===== src/rtl/fetch_stage_if.sv =====
// Fetch-stage bundle: hazard/redirect controls, instruction-memory fields,
// and the registered IF/ID outputs handed to decode.
interface fetch_stage_if;
  logic        stall;
  logic        flush;
  logic        branch_taken;
  logic [31:0] branch_target;
  logic        jump;
  logic [25:0] jump_index;

  logic [31:0] imem_addr;
  logic [5:0]  if_ctrl;
  logic [4:0]  if_rs;
  logic [4:0]  if_rt;
  logic [4:0]  if_rd;
  logic [4:0]  if_shamt;
  logic [5:0]  if_function;
  logic [25:0] if_jump;
  logic [15:0] if_sign_ext;

  logic [5:0]  id_ctrl;
  logic [4:0]  id_rs;
  logic [4:0]  id_rt;
  logic [4:0]  id_rd;
  logic [4:0]  id_shamt;
  logic [5:0]  id_function;
  logic [25:0] id_jump;
  logic [15:0] id_sign_ext;
  logic [31:0] id_pc_plus4;
  logic        id_valid;

  logic [31:0] pc;
  logic        misalign;
  logic [31:0] fetch_count;

  modport master (
    output stall, flush, branch_taken, branch_target,
    output jump, jump_index,
    output if_ctrl, if_rs, if_rt, if_rd, if_shamt,
    output if_function, if_jump, if_sign_ext,
    input  imem_addr,
    input  id_ctrl, id_rs, id_rt, id_rd, id_shamt,
    input  id_function, id_jump, id_sign_ext,
    input  id_pc_plus4, id_valid,
    input  pc, misalign, fetch_count
  );

  modport slave (
    input  stall, flush, branch_taken, branch_target,
    input  jump, jump_index,
    input  if_ctrl, if_rs, if_rt, if_rd, if_shamt,
    input  if_function, if_jump, if_sign_ext,
    output imem_addr,
    output id_ctrl, id_rs, id_rt, id_rd, id_shamt,
    output id_function, id_jump, id_sign_ext,
    output id_pc_plus4, id_valid,
    output pc, misalign, fetch_count
  );
endinterface


===== src/rtl/fetch_stage.sv =====
// PC generation and IF/ID pipeline register for the MIPS core.
// Redirect priority: jump, then branch, then flush/stall, then pc+4.
module fetch_stage #(
  parameter logic [31:0] RESET_PC = 32'h0000_0000
) (
  input  logic          clk,
  input  logic          rst_n,
  fetch_stage_if.slave  bus
);

  typedef enum logic [1:0] {
    BOOT = 2'd0,
    RUN  = 2'd1,
    HOLD = 2'd2
  } state_t;

  typedef struct packed {
    logic [5:0]  ctrl;
    logic [4:0]  rs;
    logic [4:0]  rt;
    logic [4:0]  rd;
    logic [4:0]  shamt;
    logic [5:0]  funct;
    logic [25:0] jidx;
    logic [15:0] sext;
    logic [31:0] pc_plus4;
    logic        valid;
  } id_t;

  state_t      state_q, state_d;
  logic [31:0] pc_q, pc_d;
  logic [31:0] cnt_q, cnt_d;
  logic        mis_q, mis_d;
  id_t         id_q, id_d;

  logic [31:0] pc_plus4;
  logic [31:0] jump_tgt;
  logic [31:0] br_tgt;
  id_t         fetched;

  always_comb begin
    pc_plus4 = pc_q + 32'd4;
    jump_tgt = {pc_plus4[31:28], bus.jump_index, 2'b00};
    br_tgt   = {bus.branch_target[31:2], 2'b00};

    fetched          = '0;
    fetched.ctrl     = bus.if_ctrl;
    fetched.rs       = bus.if_rs;
    fetched.rt       = bus.if_rt;
    fetched.rd       = bus.if_rd;
    fetched.shamt    = bus.if_shamt;
    fetched.funct    = bus.if_function;
    fetched.jidx     = bus.if_jump;
    fetched.sext     = bus.if_sign_ext;
    fetched.pc_plus4 = pc_plus4;
    fetched.valid    = 1'b1;
  end

  always_comb begin
    state_d = state_q;
    pc_d    = pc_q;
    cnt_d   = cnt_q;
    mis_d   = mis_q;
    id_d    = id_q;

    unique case (state_q)
      BOOT: begin
        // memory settle cycle: pc held, IF/ID stays empty
        state_d = RUN;
      end
      RUN, HOLD: begin
        priority case (1'b1)
          bus.jump: begin
            pc_d    = jump_tgt;
            id_d    = '0;
            state_d = RUN;
          end
          bus.branch_taken: begin
            pc_d    = br_tgt;
            id_d    = '0;
            mis_d   = mis_q | (|bus.branch_target[1:0]);
            state_d = RUN;
          end
          bus.flush: begin
            id_d = '0;
            if (!bus.stall) begin
              pc_d    = pc_plus4;
              state_d = RUN;
            end
          end
          bus.stall: begin
            state_d = HOLD;
          end
          default: begin
            pc_d    = pc_plus4;
            id_d    = fetched;
            cnt_d   = cnt_q + 32'd1;
            state_d = RUN;
          end
        endcase
      end
      default: begin
        state_d = BOOT;
      end
    endcase
  end

  always_ff @(posedge clk) begin
    if (!rst_n) begin
      state_q <= BOOT;
      pc_q    <= RESET_PC;
      cnt_q   <= '0;
      mis_q   <= 1'b0;
      id_q    <= '0;
    end else begin
      state_q <= state_d;
      pc_q    <= pc_d;
      cnt_q   <= cnt_d;
      mis_q   <= mis_d;
      id_q    <= id_d;
    end
  end

  assign bus.imem_addr   = {2'b00, pc_q[31:2]};
  assign bus.pc          = pc_q;
  assign bus.misalign    = mis_q;
  assign bus.fetch_count = cnt_q;

  assign bus.id_ctrl     = id_q.ctrl;
  assign bus.id_rs       = id_q.rs;
  assign bus.id_rt       = id_q.rt;
  assign bus.id_rd       = id_q.rd;
  assign bus.id_shamt    = id_q.shamt;
  assign bus.id_function = id_q.funct;
  assign bus.id_jump     = id_q.jidx;
  assign bus.id_sign_ext = id_q.sext;
  assign bus.id_pc_plus4 = id_q.pc_plus4;
  assign bus.id_valid    = id_q.valid;

endmodule


===== src/flat_wrapper.sv =====
// flat-port wrapper written by rule: the top's interface ports become plain ports
module fetch_stage_flat 
#(
  parameter logic [31:0] RESET_PC = 32'h0000_0000
)
  (clk, rst_n, bus_stall, bus_flush, bus_branch_taken, bus_branch_target, bus_jump, bus_jump_index, bus_if_ctrl, bus_if_rs, bus_if_rt, bus_if_rd, bus_if_shamt, bus_if_function, bus_if_jump, bus_if_sign_ext, bus_imem_addr, bus_id_ctrl, bus_id_rs, bus_id_rt, bus_id_rd, bus_id_shamt, bus_id_function, bus_id_jump, bus_id_sign_ext, bus_id_pc_plus4, bus_id_valid, bus_pc, bus_misalign, bus_fetch_count);
  fetch_stage_if bus_i ();
  input  logic clk;
  input  logic rst_n;
  input wire logic [$bits(bus_i.stall)-1:0] bus_stall;
  input wire logic [$bits(bus_i.flush)-1:0] bus_flush;
  input wire logic [$bits(bus_i.branch_taken)-1:0] bus_branch_taken;
  input wire logic [$bits(bus_i.branch_target)-1:0] bus_branch_target;
  input wire logic [$bits(bus_i.jump)-1:0] bus_jump;
  input wire logic [$bits(bus_i.jump_index)-1:0] bus_jump_index;
  input wire logic [$bits(bus_i.if_ctrl)-1:0] bus_if_ctrl;
  input wire logic [$bits(bus_i.if_rs)-1:0] bus_if_rs;
  input wire logic [$bits(bus_i.if_rt)-1:0] bus_if_rt;
  input wire logic [$bits(bus_i.if_rd)-1:0] bus_if_rd;
  input wire logic [$bits(bus_i.if_shamt)-1:0] bus_if_shamt;
  input wire logic [$bits(bus_i.if_function)-1:0] bus_if_function;
  input wire logic [$bits(bus_i.if_jump)-1:0] bus_if_jump;
  input wire logic [$bits(bus_i.if_sign_ext)-1:0] bus_if_sign_ext;
  output wire logic [$bits(bus_i.imem_addr)-1:0] bus_imem_addr;
  output wire logic [$bits(bus_i.id_ctrl)-1:0] bus_id_ctrl;
  output wire logic [$bits(bus_i.id_rs)-1:0] bus_id_rs;
  output wire logic [$bits(bus_i.id_rt)-1:0] bus_id_rt;
  output wire logic [$bits(bus_i.id_rd)-1:0] bus_id_rd;
  output wire logic [$bits(bus_i.id_shamt)-1:0] bus_id_shamt;
  output wire logic [$bits(bus_i.id_function)-1:0] bus_id_function;
  output wire logic [$bits(bus_i.id_jump)-1:0] bus_id_jump;
  output wire logic [$bits(bus_i.id_sign_ext)-1:0] bus_id_sign_ext;
  output wire logic [$bits(bus_i.id_pc_plus4)-1:0] bus_id_pc_plus4;
  output wire logic [$bits(bus_i.id_valid)-1:0] bus_id_valid;
  output wire logic [$bits(bus_i.pc)-1:0] bus_pc;
  output wire logic [$bits(bus_i.misalign)-1:0] bus_misalign;
  output wire logic [$bits(bus_i.fetch_count)-1:0] bus_fetch_count;
  assign bus_i.stall = bus_stall;
  assign bus_i.flush = bus_flush;
  assign bus_i.branch_taken = bus_branch_taken;
  assign bus_i.branch_target = bus_branch_target;
  assign bus_i.jump = bus_jump;
  assign bus_i.jump_index = bus_jump_index;
  assign bus_i.if_ctrl = bus_if_ctrl;
  assign bus_i.if_rs = bus_if_rs;
  assign bus_i.if_rt = bus_if_rt;
  assign bus_i.if_rd = bus_if_rd;
  assign bus_i.if_shamt = bus_if_shamt;
  assign bus_i.if_function = bus_if_function;
  assign bus_i.if_jump = bus_if_jump;
  assign bus_i.if_sign_ext = bus_if_sign_ext;
  assign bus_imem_addr = bus_i.imem_addr;
  assign bus_id_ctrl = bus_i.id_ctrl;
  assign bus_id_rs = bus_i.id_rs;
  assign bus_id_rt = bus_i.id_rt;
  assign bus_id_rd = bus_i.id_rd;
  assign bus_id_shamt = bus_i.id_shamt;
  assign bus_id_function = bus_i.id_function;
  assign bus_id_jump = bus_i.id_jump;
  assign bus_id_sign_ext = bus_i.id_sign_ext;
  assign bus_id_pc_plus4 = bus_i.id_pc_plus4;
  assign bus_id_valid = bus_i.id_valid;
  assign bus_pc = bus_i.pc;
  assign bus_misalign = bus_i.misalign;
  assign bus_fetch_count = bus_i.fetch_count;
  fetch_stage #(.RESET_PC(RESET_PC)) u_core (.clk(clk), .rst_n(rst_n), .bus(bus_i));
endmodule

===== config.mk =====
export PLATFORM = sky130hd
export DESIGN_NAME = fetch_stage_flat
export DESIGN_NICKNAME = d
export VERILOG_FILES = /design/src/rtl/fetch_stage_if.sv /design/src/rtl/fetch_stage.sv /design/src/flat_wrapper.sv
export SDC_FILE = /design/constraint.sdc
export NUM_CORES = 1
export LEC_CHECK = 0
export ABC_CLOCK_PERIOD_IN_PS = 2540
export CAP_MARGIN = 20
export CORE_UTILIZATION = 30
export DETAILED_ROUTE_END_ITERATION = 8
export REMOVE_ABC_BUFFERS = 1
export SETUP_SLACK_MARGIN = 0.15
export SYNTH_ARGS = -nofsm -noshare
export SYNTH_HDL_FRONTEND = slang
export SYNTH_SLANG_ARGS = --single-unit

===== constraint.sdc =====
create_clock -name clk -period 2.54 [get_ports clk]
set_clock_uncertainty 0.05 [all_clocks]
set_input_delay 0.254 -clock clk [delete_from_list [all_inputs] [get_ports clk]]
set_output_delay 0.254 -clock clk [all_outputs]
set_load 0.02 [all_outputs]

==> out/qor.yml <==
netlist_area_um2: 7819
cts_max_level: 4
start_util_pct: 30.78
antenna_found_initial: 4
synthTopCellsByArea: "dfxtp_1 (44%), a22oi_1 (8.4%), nor2_1 (6.4%)"
synth_most_common_cell: "dfxtp_1"
viasPerCell: 4.996
yosys-top-cells-count: "dfxtp_1 (171), nor2_1 (134), a22oi_1 (87)"
crit_path_end_kind: "flip-flop"
fmax_mhz: 441.1
postLayoutCellArea_um2: 12120
ir_drop_mv: 0.3293
synth.top_cell.area_share_pct: 43.78
numCtsBuffers: 17
grt_pass1_wl_um: 41810
ys_warn_count: 0
dr_wl_met2_um: 13020
dp_hpwl_um: 19270
cp.required_ns: 2.84
grt_max_degree: 85
pre_cts_ws_ns: -0.08980
fin_crit_sh_pct: 89.25
fin_util_pct: 47.70
wirelength_um: 27360
top_level_ports: 342
clockBufferDepth: 2
max-cap-violations: 0
num-fill-cells: 2464
synth_top_family_by_area: "simple AND/OR/NAND/NOR gates"
ys_ff_latch: 171
power_density_nw_per_um2: 532.5
final_layout_size_suffix_gt1_share_pct: 8.887
remaining_drc_errors: 0
synth_cells: 930
p_switching_mw: 1.809
synth.largest_area_cell: "dfxtp_1"
area_growth_pct: 54.97
pwr-share-comb_pct: 16.4
tightest_slew_ns: 0.6820
path_max_fanout: 7
wl_met1_um: 11670
cts_sinks: 171
grt_usage_pct: 20.10
worstSetupPathType: "reg2reg"
synth-xor-area-share_pct: 5.489
ant_nets: 0
synth_compound_area_share_pct: 19.84
switching_share_pct: 28.04
cts_tree: "built"
die_w_um: 163.4
wl_per_cell_um: 17.29
holdWs_ns: 0.4017
yosys.area_share.simple_pct: 21.33
startpoint_type: "flip-flop"
ys_async_sr_fraction_pct: 0
insertion_delay_ns: 0.42
power_leakage_nw: 4.154
routed-wl-met3_um: 2142
overflow: 0
ys_seq_area_share_pct: 43.78
gp_congestion: 0.8478
synth_flop_cell: "dfxtp_1"
power.share.sequential_pct: 43.5
p_clk_share_pct: 40.1
fin_ws_ns: 0.2730
layout.nets: 1378
setup_viol: 0
dr.first_iter.drc_count: 470
p_int_mw: 4.643
min_period_ns: 2.267
grt_pass1_vias: 7457
avgSynthCellArea_um2: 8.407
hold_class: "reg2reg"
core_area_um2: 25400
maxSlewViolCount: 0
num_rows: 58
fp.dieArea_um2: 26710
root_buffer: "clkbuf_16"
dr.pass1.iters: 5
rsz0062_at_grt: "false"
synth-edff-count: 0
status: "finished, final reports clean"
synth.area.mux_share_pct: 0.3841
cp.arrival_ns: 2.56
die_h_um: 163.4
slew_headroom_pct: 54.54
synth_adder_area_share_pct: 0.6401
top_layer_used: "met5"
hold_viol_final: 0
postCtsHoldBufs: 0
dr_total_vias: 7903
path_clk_slew_ns: 0.07
io_buffers: 337
yosysUniqueCellTypes: 64
placed_cell_area_um2: 11530
[layer usage]
layer | up-vias | GRT usage (%)
met5 | - | 0
met4 | 2 | 5.607
met3 | 31 | 6.145
met2 | 295 | 32.99
met1 | 3688 | 25.20
li1 | 3887 | -
[cell usage in the layout, fill, tap and decap left out, types with 5 or more instances in the layout]
master and n:
clkdlybuf4s50_1 336, dfxtp_1 167, nor2_1 134, a22oi_1 87, nand2_1 71, buf_4 53
o21ai_0 49, a21oi_1 38, xnor2_1 34, nand3_1 27, nor3_1 17, clkbuf_16 17
nand4_1 16, inv_1 15, xor2_1 15, nor4_1 14, or3_1 12, and3_1 8
o211ai_1 8, nand2b_1 6, o22ai_1 6, and4_1 5, or4_1 5, buf_12 5
[power groups by stage]
stage          clock network [mW]  logic, mW  registers (mW)
3_3_place_gp                    0       1.07            2.86
5_1_grt                      2.80       1.14            2.81
6_report                     2.59       1.06            2.80
4_1_cts                      2.68       1.08            2.80
3_5_place_dp                    0       1.07            2.87
2_1_floorplan                   0      0.286            2.99
[metrics by stage]
step / TNS [ns] / power, mW / std cells
after floorplan: -351.70 / 3.278 / 822
after global placement: -0.09240 / 3.931 / 1547
after detailed placement: -0.08980 / 3.938 / 1547
after CTS: 0 / 6.558 / 1579
after global routing: 0 / 6.760 / 1581
final: 0 / 6.453 / 1582
[layout make-up]
| class | instances | area, um2 | area share, % |
|---|---|---|---|
| timing repair buffer | 395 | 3866 | 31.91 |
| antenna | 3 | 7.507 | 0.06196 |
| tap | 330 | 412.9 | 3.408 |
| clock inverter | 13 | 132.6 | 1.095 |
| sequential | 171 | 3428 | 28.29 |
| multi-input combinational | 635 | 3774 | 31.14 |
| inverter | 16 | 62.56 | 0.5163 |
| clock buffer | 19 | 432.9 | 3.573 |
[worst max-delay path: stages (launching register included)]
cell and delay (ns):
dfxtp_2 0.43, nand4_4 0.14, or3_1 0.50, or3_1 0.48, or4_1 0.53, nand4_1 0.08
[state kept, by name (all words and copies together), names as in the netlist]
register,count
u_core.state_q,2
u_core.bus.id_ctrl,6
u_core.bus.fetch_count,32
u_core.bus.id_pc_plus4,31
u_core.bus.id_shamt,5
u_core.bus.id_rs,5
u_core.bus.id_valid,1
u_core.bus.misalign,1
u_core.bus.id_sign_ext,16
u_core.bus.id_function,6
u_core.bus.id_jump,26
u_core.bus.id_rd,5
u_core.bus.id_rt,5
u_core.bus.pc,30
[what timing repair did]
item | in CTS | in global routing
setup endpoints to repair | 1 | 4
gates cloned | 0 | 0
pin swaps | 0 | 0
gates resized for setup | 1 | 5
setup buffers | 0 | 0
hold endpoints to repair | 0 | 0
[cells by family after synthesis]
logic type,Yosys count
adder cells (fa/ha/maj),4
XOR/XNOR,49
AND/OR/NAND/NOR,343
buffers and inverters,127
AO/OA/AOI/OAI,232
multiplexers,3
other,1
flip-flops,171
[path summary, 6_finish.rpt]
path / depth (start not counted) / end / slack (ns) / start
setup / recovery: 5 / u_core.bus.pc[25] / 0.27 / u_core.bus.pc[5]
hold / removal: 2 / u_core.bus.id_pc_plus4[22] / 0.40 / u_core.bus.id_pc_plus4[22]
setup reg to reg: 5 / u_core.bus.pc[25] / 0.27 / u_core.bus.pc[5]
hold reg to reg: 2 / u_core.bus.id_pc_plus4[22] / 0.40 / u_core.bus.id_pc_plus4[22]
No activity file was read; power rests on OpenSTA's default activity.
